<file path="config.mk">
export PLATFORM = sky130hd
export DESIGN_NAME = fifo_flush_ctrl
export DESIGN_NICKNAME = d
export VERILOG_FILES = /design/src/rtl/fifo_flush_pkg.sv /design/src/rtl/ffc_prio_enc.sv /design/src/rtl/fifo_flush_ctrl.sv
export SDC_FILE = /design/constraint.sdc
export NUM_CORES = 1
export LEC_CHECK = 0
export BUFFER_PORTS_ARGS = -buffer_cell sky130_fd_sc_hd__buf_2
export CAP_MARGIN = 10
export CORE_UTILIZATION = 50
export DETAILED_ROUTE_END_ITERATION = 8
export PLACE_DENSITY = 0.76
export SYNTH_ARGS = -nofsm -noshare
export SYNTH_HDL_FRONTEND = slang
export SYNTH_SLANG_ARGS = --single-unit
</file>
<file path="constraint.sdc">
create_clock -name clk -period 3.05 [get_ports clk]
set_input_delay 0.305 -clock clk [delete_from_list [all_inputs] [get_ports clk]]
set_output_delay 0.305 -clock clk [all_outputs]
set_load 0.1 [all_outputs]
</file>
<file path="src/rtl/fifo_flush_pkg.sv">
// fifo_flush_pkg: shared types for the FIFO drain controller.
// Holds the FSM state encoding and the channel index width helper.
package fifo_flush_pkg;

  localparam logic [1:0] ST_IDLE  = 2'd0;
  localparam logic [1:0] ST_SEL   = 2'd1;
  localparam logic [1:0] ST_DRAIN = 2'd2;
  localparam logic [1:0] ST_DONE  = 2'd3;

  typedef enum logic [1:0] {
    IDLE  = ST_IDLE,
    SEL   = ST_SEL,
    DRAIN = ST_DRAIN,
    DONE  = ST_DONE
  } state_t;

  function automatic int ch_idx_w(input int n);
    return (n <= 1) ? 1 : $clog2(n);
  endfunction

endpackage

</file>
<file path="src/rtl/ffc_prio_enc.sv">
// ffc_prio_enc: lowest-set-bit encoder.
// Ports: req (N bits) -> idx (index of lowest set bit), valid (any set).
module ffc_prio_enc #(
  parameter int N  = 4,
  parameter int IW = 2
) (
  input  logic [N-1:0]  req,
  output logic [IW-1:0] idx,
  output logic          valid
);

  always_comb begin
    idx   = '0;
    valid = |req;
    for (int i = N - 1; i >= 0; i--) begin
      if (req[i]) idx = IW'(i);
    end
  end

endmodule

</file>
<file path="src/rtl/fifo_flush_ctrl.sv">
// fifo_flush_ctrl: drains a masked set of FIFOs one channel at a time.
// Ports: start/ch_mask/mode/flush_len/abort/fifo_empty in; rd_en/busy/done/aborted/rd_total out.
module fifo_flush_ctrl
  import fifo_flush_pkg::*;
#(
  parameter int NCH   = 4,
  parameter int CNT_W = 10
) (
  input  logic             clk,
  input  logic             rst_n,
  input  logic             start,
  input  logic [NCH-1:0]   ch_mask,
  input  logic             mode,
  input  logic [CNT_W-1:0] flush_len,
  input  logic             abort,
  input  logic [NCH-1:0]   fifo_empty,
  output logic [NCH-1:0]   rd_en,
  output logic             busy,
  output logic             done,
  output logic             aborted,
  output logic [CNT_W+3:0] rd_total
);

  localparam int IW = ch_idx_w(NCH);

  state_t           state;
  state_t           nxt;
  logic [NCH-1:0]   rem;
  logic             mode_q;
  logic [CNT_W-1:0] len_q;
  logic [IW-1:0]    cur_ch;
  logic [CNT_W-1:0] cnt;

  logic [IW-1:0]    enc_idx;
  logic             enc_valid;
  logic [NCH-1:0]   cur_oh;
  logic             cur_empty;
  logic             rd_hit;
  logic             last_rd;
  logic             drain_exit;

  ffc_prio_enc #(
    .N  (NCH),
    .IW (IW)
  ) u_enc (
    .req   (rem),
    .idx   (enc_idx),
    .valid (enc_valid)
  );

  assign cur_oh    = NCH'(1) << cur_ch;
  assign cur_empty = fifo_empty[cur_ch];

  // Fixed mode reads blind; until-empty mode waits on the flag.
  assign rd_hit = (state == DRAIN)
                & (~mode_q | ~cur_empty)
                & ~abort;

  assign last_rd    = rd_hit & (cnt == len_q - CNT_W'(1));
  assign drain_exit = last_rd | (mode_q & cur_empty);

  always_comb begin
    nxt = state;
    unique case (state)
      IDLE: begin
        if (start) begin
          if ((ch_mask == '0) || (flush_len == '0))
            nxt = DONE;
          else
            nxt = SEL;
        end
      end
      SEL: begin
        if (abort)          nxt = DONE;
        else if (enc_valid) nxt = DRAIN;
        else                nxt = DONE;
      end
      DRAIN: begin
        if (abort)           nxt = DONE;
        else if (drain_exit) nxt = (rem != '0) ? SEL : DONE;
      end
      DONE:    nxt = IDLE;
      default: nxt = IDLE;
    endcase
  end

  always_comb begin
    rd_en = rd_hit ? cur_oh : '0;
    busy  = (state != IDLE);
    done  = (state == DONE);
  end

  always_ff @(posedge clk or negedge rst_n) begin
    if (!rst_n) begin
      state    <= IDLE;
      rem      <= '0;
      mode_q   <= 1'b0;
      len_q    <= '0;
      cur_ch   <= '0;
      cnt      <= '0;
      rd_total <= '0;
      aborted  <= 1'b0;
    end else begin
      state <= nxt;
      unique case (state)
        IDLE: begin
          if (start) begin
            rem      <= ch_mask;
            mode_q   <= mode;
            len_q    <= flush_len;
            rd_total <= '0;
            aborted  <= 1'b0;
          end
        end
        SEL: begin
          if (enc_valid) begin
            cur_ch <= enc_idx;
            rem    <= rem & ~(NCH'(1) << enc_idx);
          end
          cnt <= '0;
          if (abort) aborted <= 1'b1;
        end
        DRAIN: begin
          if (rd_hit) begin
            cnt      <= cnt + CNT_W'(1);
            rd_total <= rd_total + (CNT_W+4)'(1);
          end
          if (abort) aborted <= 1'b1;
        end
        default: ;
      endcase
    end
  end

endmodule
</file>
==> results of run 1 <==
-- area by class of cell --
type,instances,area (um2)
fill,440,2070
sequential,44,1100
clock buffer,6,72.6
multi-input combinational,213,1480
tap,70,87.6
timing repair buffer,45,260
inverter,9,33.8
clock inverter,1,5.00
-- report_power, final --
group	leakage, uW	switching (uW)	internal (uW)	total, uW
Sequential	0.000579	206	731	937
Combinational	0.000825	788	441	1230
Clock	0.0000410	195	156	351
-- flip-flops by register name, summed over array words and instances (netlist names) --
name      count
rd_total     14
cnt          10
len_q        10
rem           4
cur_ch        2
state         2
aborted       1
mode_q        1
-- routing by layer --
layer	vias to the layer above	part of all wire, %
met1	1048	48
met3	7	3.7
met2	51	48
li1	1110	-
met5	-	0
met4	0	0.95
-- Yosys cell counts (all sizes together), types with 2 or more instances --
master / n / area (um2)
dfrtp: 44 / 1100
nor2: 18 / 67.6
o21ai: 18 / 93.8
nand2: 17 / 63.8
nor3: 15 / 75.1
a22o: 13 / 114
mux2: 12 / 135
nand4: 10 / 62.6
xnor2: 10 / 87.6
xor2: 10 / 87.6
a21o: 9 / 67.6
inv: 9 / 33.8
a21oi: 8 / 40.0
and3: 8 / 51.3
ha: 8 / 100
nand2b: 8 / 50.1
nand3: 8 / 40.0
clkbuf: 7 / 26.3
nor4: 6 / 52.6
buf: 5 / 23.8
a31oi: 3 / 18.8
and4: 3 / 26.3
nor2b: 3 / 18.8
o31ai: 3 / 27.5
a41oi: 2 / 17.5
and2: 2 / 12.5
o211ai: 2 / 15.0
or4: 2 / 18.8
-- worst min-delay path by stage --
stage,start,to,slack [ps],cells past startpoint
detailed placement,aborted$_DFFE_PN0P_,aborted$_DFFE_PN0P_,490,1
finish,rst_n,len_q[5]$_DFFE_PN0P_,170,1
floorplan,rst_n,aborted$_DFFE_PN0P_,9,0
global placement,aborted$_DFFE_PN0P_,aborted$_DFFE_PN0P_,480,1
global route,ch_mask[3],rem[3]$_DFFE_PN0P_,230,3
CTS,rst_n,rd_total[6]$_DFFE_PN0P_,210,1
-- cell usage in the layout (no fill, tap or decap), drive strengths merged, types with 3 or more instances in the layout --
cell type,count
a21o,9
a21oi,8
a22o,13
a31oi,3
and3,8
and4,3
buf,45
clkbuf,6
dfrtp,44
ha,8
inv,9
mux2,12
nand2,17
nand2b,8
nand3,8
nand4,10
nor2,18
nor2b,3
nor3,15
nor4,6
o21ai,18
o31ai,3
xnor2,10
xor2,10
-- cell families after synthesis --
| family | share of synthesized area (%) |
|---|---|
| adders and majority gates | 3.76 |
| xor gates and xnor gates | 6.58 |
| and+or+nand+nor | 22.0 |
| muxes | 5.92 |
| buffers and inverters | 3.15 |
| DFF | 41.3 |
| AOI/OAI and AO/OA | 17.3 |
-- through the flow --
stage                     hold slack, ps  setup TNS [ps]
after floorplan                     9.41            -967
after global placement               484               0
after detailed placement             487               0
after CTS                            207               0
after global routing                 227               0
final                                166               0
==> summary.md, run 1 <==
| Metric | Value |
|---|---|
| Status | `finished clean` |
| Startpoint types | `register` |
| Final max-slew violation count | `0` |
| Placed Cells | `381` |
| Vias per inst | `5.71` |
| Met3 usage | `4.42%` |
| Die W | `75.0 um` |
| Final nets | `349` |
| Crit path max-delay cell type | `mux4_2` |
| Synth Instances | `278` |
| Final Core Density | `59.5%` |
| DRC viols | `0` |
| Met2 usage | `35.8%` |
| Die area | `0.00562 mm2` |
| Synth warn | `0` |
| H-Tree Level Count | `2` |
| CP required | `2740 ps` |
| CTS Buf Count | `5` |
| Final WL | `5570 um` |
| Main synth FF type | `dfrtp_1` |
| CP Max Fanout | `7` |
| I/O Buffers | `43` |
| # Post-CTS Setup Buffers | `0` |
| Clock sinks | `44` |
| Crit path kind | `reg2out` |
| Remaining antenna violation count | `0` |
| Crit path depth | `4` |
| Boundary pin count | `44` |
| Synth unique cells | `50` |
| Buf+Inv Stages, Crit Path | `1` |
| R2R depth | `7` |
| Reg-to-Reg Start | `cur_ch[0]$_DFFE_PN0P_` |
| Max-cap violations | `0` |
| Chip height | `75.0 um` |
| ANT cells | `0` |
| Post-Place Worst Slack | `634 ps` |
| Seq/Total Area, Yosys | `41.3%` |
| Core area | `0.00511 mm2` |
| GRT Total Usage | `21.8%` |
| # resized after CTS | `0` |
| Crit. Startpoint | `cur_ch[0]$_DFFE_PN0P_` |
| HPWL after DPL | `4070 um` |
| Worst-skew pair later-pin latency | `300 ps` |
| Critical path capture point | `rd_en[2]` |
| Row cnt | `26` |
| Clock-pin slew on the worst setup and hold paths | `80 ps` |
| Pwr Total | `2520 uW` |
| Fin crit share | `80.5%` |
| Global placement routability congestion | `0.824` |
| Pwr per Cell Area | `828 mW/mm2` |
| Vias | `2216` |
| Cell Count, Final, Fillers Out | `388` |
| Syn Area/Cell | `9.58 um2` |
| Slack of the worst reg-to-reg path | `630 ps` |
| Area of the mapped netlist | `0.00266 mm2` |
| Grt met1 use | `29.2%` |
| Global-route wire length before repair | `9340 um` |
| Worst vdd ir | `905 uV` |
| Most used routing layer | `met2` |
| GR Overflow Total | `0` |
| Hold Path Class | `in2async` |
| Initial Utilization | `52.2%` |
| Final critical-path setup slack | `596 ps` |
| Top delay family on crit path | `multiplexers` |
| Post-synth EDFFs | `0` |
| Wirelength per Cell | `14.4 um` |
| Largest net degree at the start of global routing | `45` |
| Fin. Hold Viols | `0` |
| Cell Area, Placed | `0.00296 mm2` |
| RSZ-0062 raised after global routing | `false` |
| Critical Path End Type | `output pin` |
| Share of cells above drive strength 1 | `22.0%` |
| Initial antenna violation count | `0` |
| Reg2reg end | `rd_total[3]$_DFFE_PN0P_` |
| Final setup viols | `0` |
| Static Leakage | `0.00144 uW` |
| Detailed Routing Iterations Pass 1 | `4` |
| Minimum clock period | `2450 ps` |
| Worst slew margin | `34.5%` |
| Yosys reg bits | `44` |
| Worst slew pin tran | `982 ps` |
| Ys async rst share | `100%` |
| Post-Layout Inst Area | `0.00304 mm2` |
| CTS tree | `done` |
| P&R area growth vs syn | `14.1%` |
| Initial DRC Count | `144` |
| CP Cell Sequence | `mux4_2 > a21o_1 > nor3_1 > buf_2` |
| Syn Nets | `309` |
| Clock skew | `7.47 ps` |
| Fmax | `408 MHz` |
| Crit path arrival time | `2150 ps` |
| Clk root buf | `clkbuf_8` |
| CP max stage delay | `540 ps` |
| Clk buf depth | `2` |
| Cts hold-fix bufs | `0` |
| Vias in the first global route | `2026` |
(Power assumes the default switching activity.)
==> run 2, diff against run 1 <==
--- a/config.mk
+++ b/config.mk
@@ -5,6 +5,7 @@
 export SDC_FILE = /design/constraint.sdc
 export NUM_CORES = 1
 export LEC_CHECK = 0
+export ABC_AREA = 1
 export BUFFER_PORTS_ARGS = -buffer_cell sky130_fd_sc_hd__buf_2
 export CAP_MARGIN = 10
 export CORE_UTILIZATION = 50
==> constraint.sdc (replaced) <==
create_clock -name clk -period 2.4 [get_ports clk]
set_input_delay 0.24 -clock clk [delete_from_list [all_inputs] [get_ports clk]]
set_output_delay 0.24 -clock clk [all_outputs]
set_load 0.1 [all_outputs]
==> summary.md, run 2 <==
| Metric | Value |
|---|---|
| Syn Area/Cell | `7.51 um2 (was 9.58 um2)` |
| Row cnt | `26 (unchanged)` |
| GRT Total Usage | `22.9% (was 21.8%)` |
| Most frequent cells in the layout | `82 x nand2_1, 46 x inv_1, 44 x dfrtp_1 (was 44 x dfrtp_1, 41 x buf_2, 18 x nor2_1)` |
| Clk buf depth | `2 (unchanged)` |
| RSZ-0062 raised after global routing | `false (unchanged)` |
| Fin crit share | `88.6%` |
| Share of cells above drive strength 1 | `17.3% (was 22.0%)` |
| DRC viols | `0 (unchanged)` |
| Worst vdd ir | `1030 uV (was 905 uV)` |
| Seq/Total Area, Yosys | `39.2% (was 41.3%)` |
| Vias | `2627 (was 2216)` |
| Slack of the worst reg-to-reg path | `460 ps (was 630 ps)` |
| Clk root buf | `clkbuf_8 (unchanged)` |
| Ys async rst share | `100% (unchanged)` |
| Synth cell count leaders | `82 x nand2_1, 46 x inv_1, 44 x dfrtp_1 (was 44 x dfrtp_1, 18 x nor2_1, 17 x nand2_1, 17 x o21ai_0, 15 x nor3_1)` |
| Final nets | `451 (was 349)` |
| Yosys reg bits | `44 (unchanged)` |
| Die area | `0.00592 mm2 (was 0.00562 mm2)` |
| Synth Instances | `374 (was 278)` |
| Max-cap violations | `0 (unchanged)` |
| Clock-pin slew on the worst setup and hold paths | `80 ps (about the same)` |
| I/O Buffers | `43 (unchanged)` |
| Post-synth EDFFs | `0 (unchanged)` |
| Final critical-path setup slack | `273 ps (was 596 ps)` |
| Minimum clock period | `2130 ps` |
| Hold Path Class | `in2reg (was in2async)` |
| Cell Count, Final, Fillers Out | `491 (was 388)` |
| Global placement routability congestion | `0.910 (was 0.824)` |
| Critical Path End Type | `output pin (unchanged)` |
| Core area | `0.00527 mm2 (was 0.00511 mm2)` |
| Fmax | `470 MHz` |
| Placed Cells | `482 (was 381)` |
| Global-route wire length before repair | `11000 um (was 9340 um)` |
| Area of the mapped netlist | `0.00281 mm2 (was 0.00266 mm2)` |
| Static Leakage | `0.00156 uW (was 0.00144 uW)` |
| Vias in the first global route | `2459 (was 2026)` |
| CTS tree | `done (unchanged)` |
| Ranking of synthesized cells by area | `dfrtp_1 39%, nand2_1 11%, nand3_1 6.4% (was dfrtp_1 41%, mux2_2 4.7%, a22o_1 4.3%)` |
| Status | `finished clean (unchanged)` |
| HPWL after DPL | `4860 um (was 4070 um)` |
| Vias per inst | `5.35 (was 5.71)` |
| Area occupied by multi-input gates | `0.00150 mm2 (was 0.00148 mm2)` |
| Cell Area, Placed | `0.00317 mm2 (was 0.00296 mm2)` |
| Synth unique cells | `33 (was 50)` |
| Filler cell count | `490 (was 440)` |
| Worst slew pin tran | `580 ps (was 982 ps)` |
| Crit path arrival time | `1890 ps (was 2150 ps)` |
| Final Core Density | `62.1% (was 59.5%)` |
| Die W | `77.0 um (was 75.0 um)` |
| CTS Buf Count | `5 (unchanged)` |
| Area fraction of the dominant cell type after synthesis | `39.2% (was 41.3%)` |
| Most frequent cell after synthesis | `nand2_1 (was dfrtp_1)` |
| ANT cells | `0 (unchanged)` |
| Initial DRC Count | `180 (was 144)` |
| P&R area growth vs syn | `16.4% (was 14.1%)` |
| Syn Nets | `405 (was 309)` |
| CP Max Fanout | `10 (was 7)` |
| H-Tree Level Count | `2 (unchanged)` |
| Wirelength per Cell | `12.8 um (was 14.4 um)` |
| Pwr Total | `3520 uW (was 2520 uW)` |
| GR Overflow Total | `0 (unchanged)` |
| Fin. Hold Viols | `0 (unchanged)` |
| Synth warn | `0 (unchanged)` |
| Max FFs per register | `14 (unchanged)` |
| Post-Layout Inst Area | `0.00327 mm2 (was 0.00304 mm2)` |
| Largest net degree at the start of global routing | `28 (was 45)` |
| Boundary pin count | `44 (unchanged)` |
| Worst-skew pair later-pin latency | `290 ps (was 300 ps)` |
| Synth area leader | `dfrtp_1 (unchanged)` |
| Largest register by flop count | `rd_total (unchanged)` |
| Initial Utilization | `53.3% (was 52.2%)` |
| Biggest regs | `rd_total: 14 flops, cnt: 10 flops, len_q: 10 flops (unchanged)` |
| Pwr per Cell Area | `1080 mW/mm2 (was 828 mW/mm2)` |
| Final setup viols | `0 (unchanged)` |
| Post-Place Worst Slack | `508 ps (was 634 ps)` |
| Clock sinks | `44 (unchanged)` |
| Startpoint types | `register (unchanged)` |
| FF/Latch Area | `0.00110 mm2 (unchanged)` |
| Main synth FF type | `dfrtp_1 (unchanged)` |
| Detailed Routing Iterations Pass 1 | `4 (unchanged)` |
| Initial antenna violation count | `0 (unchanged)` |
| Final WL | `6270 um (was 5570 um)` |
| Crit path kind | `reg2out (unchanged)` |
| Most common cell after layout, fill and taps aside | `nand2_1 (was dfrtp_1)` |
| Clock skew | `9.21 ps (was 7.47 ps)` |
| CP required | `2160 ps (was 2740 ps)` |
| Remaining antenna violation count | `0 (unchanged)` |
| Chip height | `77.0 um (was 75.0 um)` |
| Final max-slew violation count | `0 (unchanged)` |
| Worst slew margin | `61.2% (was 34.5%)` |
-- run 2: cell types whose count changed after synthesis, sizes merged, moves of 6 or more --
cell and delta:
nand2b -8, xor2 +6, xnor2 -7, and3 -6, nor2 +24, o31ai +8, mux2 -8, a22o -13
a21o -9, a21oi +11, nand3 +28, nand2 +68, inv +39
-- run 2: final cells by class --
cell class | count | share of cell area, %
multi-input cells | 274 | 46.0
well taps | 70 | 2.68
inverters | 48 | 5.51
clock buffers | 8 | 2.75
flip-flops and latches | 44 | 33.7
repair buffers | 47 | 9.41
-- run 2: worst paths after layout --
kind / startpoint / cells after the start / to
max reg2reg: state[0]$_DFFE_PN0P_ / 7 / cnt[6]$_DFFE_PN0P_
max: state[0]$_DFFE_PN0P_ / 7 / rd_en[1]
min in group asynchronous: rst_n / 2 / len_q[6]$_DFFE_PN0P_
min reg2reg: rem[0]$_DFFE_PN0P_ / 1 / cur_ch[0]$_DFFE_PN0P_
min: mode / 2 / mode_q$_DFFE_PN0P_
max in group asynchronous: rst_n / 3 / cnt[6]$_DFFE_PN0P_
-- run 2: power by group --
part	switching, uW	total [uW]	internal, uW
combinational	1320	1860	541
sequential	229	1180	949
clock	246	481	235
total	1790	3520	1720
-- run 2: worst max-delay path, stage by stage (launching register included) --
cell     delay (ps)
dfrtp_1         450
inv_1           130
ha_1            260
inv_1            90
nor2_2          130
nand2_4         120
nor3_2          210
buf_12          210
-- run 2: cell families after synthesis --
group	count (synthesis)	share of synthesized area, %
AND/OR/NAND/NOR	186	28.8
multiplexers	4	1.60
AO/OA/AOI/OAI	57	13.0
XOR/XNOR	19	5.92
flip-flops	44	39.2
buffers and inverters	56	7.97
adder cells (fa/ha/maj)	8	3.56
-- run 2: metrics by stage --
step | TNS [ps] | hold slack, ps
floorplan | -458 | -55.6
global placement | 0 | 257
detailed placement | 0 | 254
CTS | 0 | 182
global route | 0 | 191
finish | 0 | 184
-- run 2: metal layers --
metal  up-vias  routed length [um]  global-route usage, %
met4         0                  26                   4.62
met3         2                 204                   3.21
li1       1322                   -                      -
met2        53                3100                   40.0
met5         -                   0                      0
met1      1250                2940                   30.1
-- run 2: repair_timing --
item | CTS | global route
gates resized for setup | 0 | 0
setup buffers | 0 | 0
hold buffers | 1 | 0
hold endpoints to repair | 24 | 0
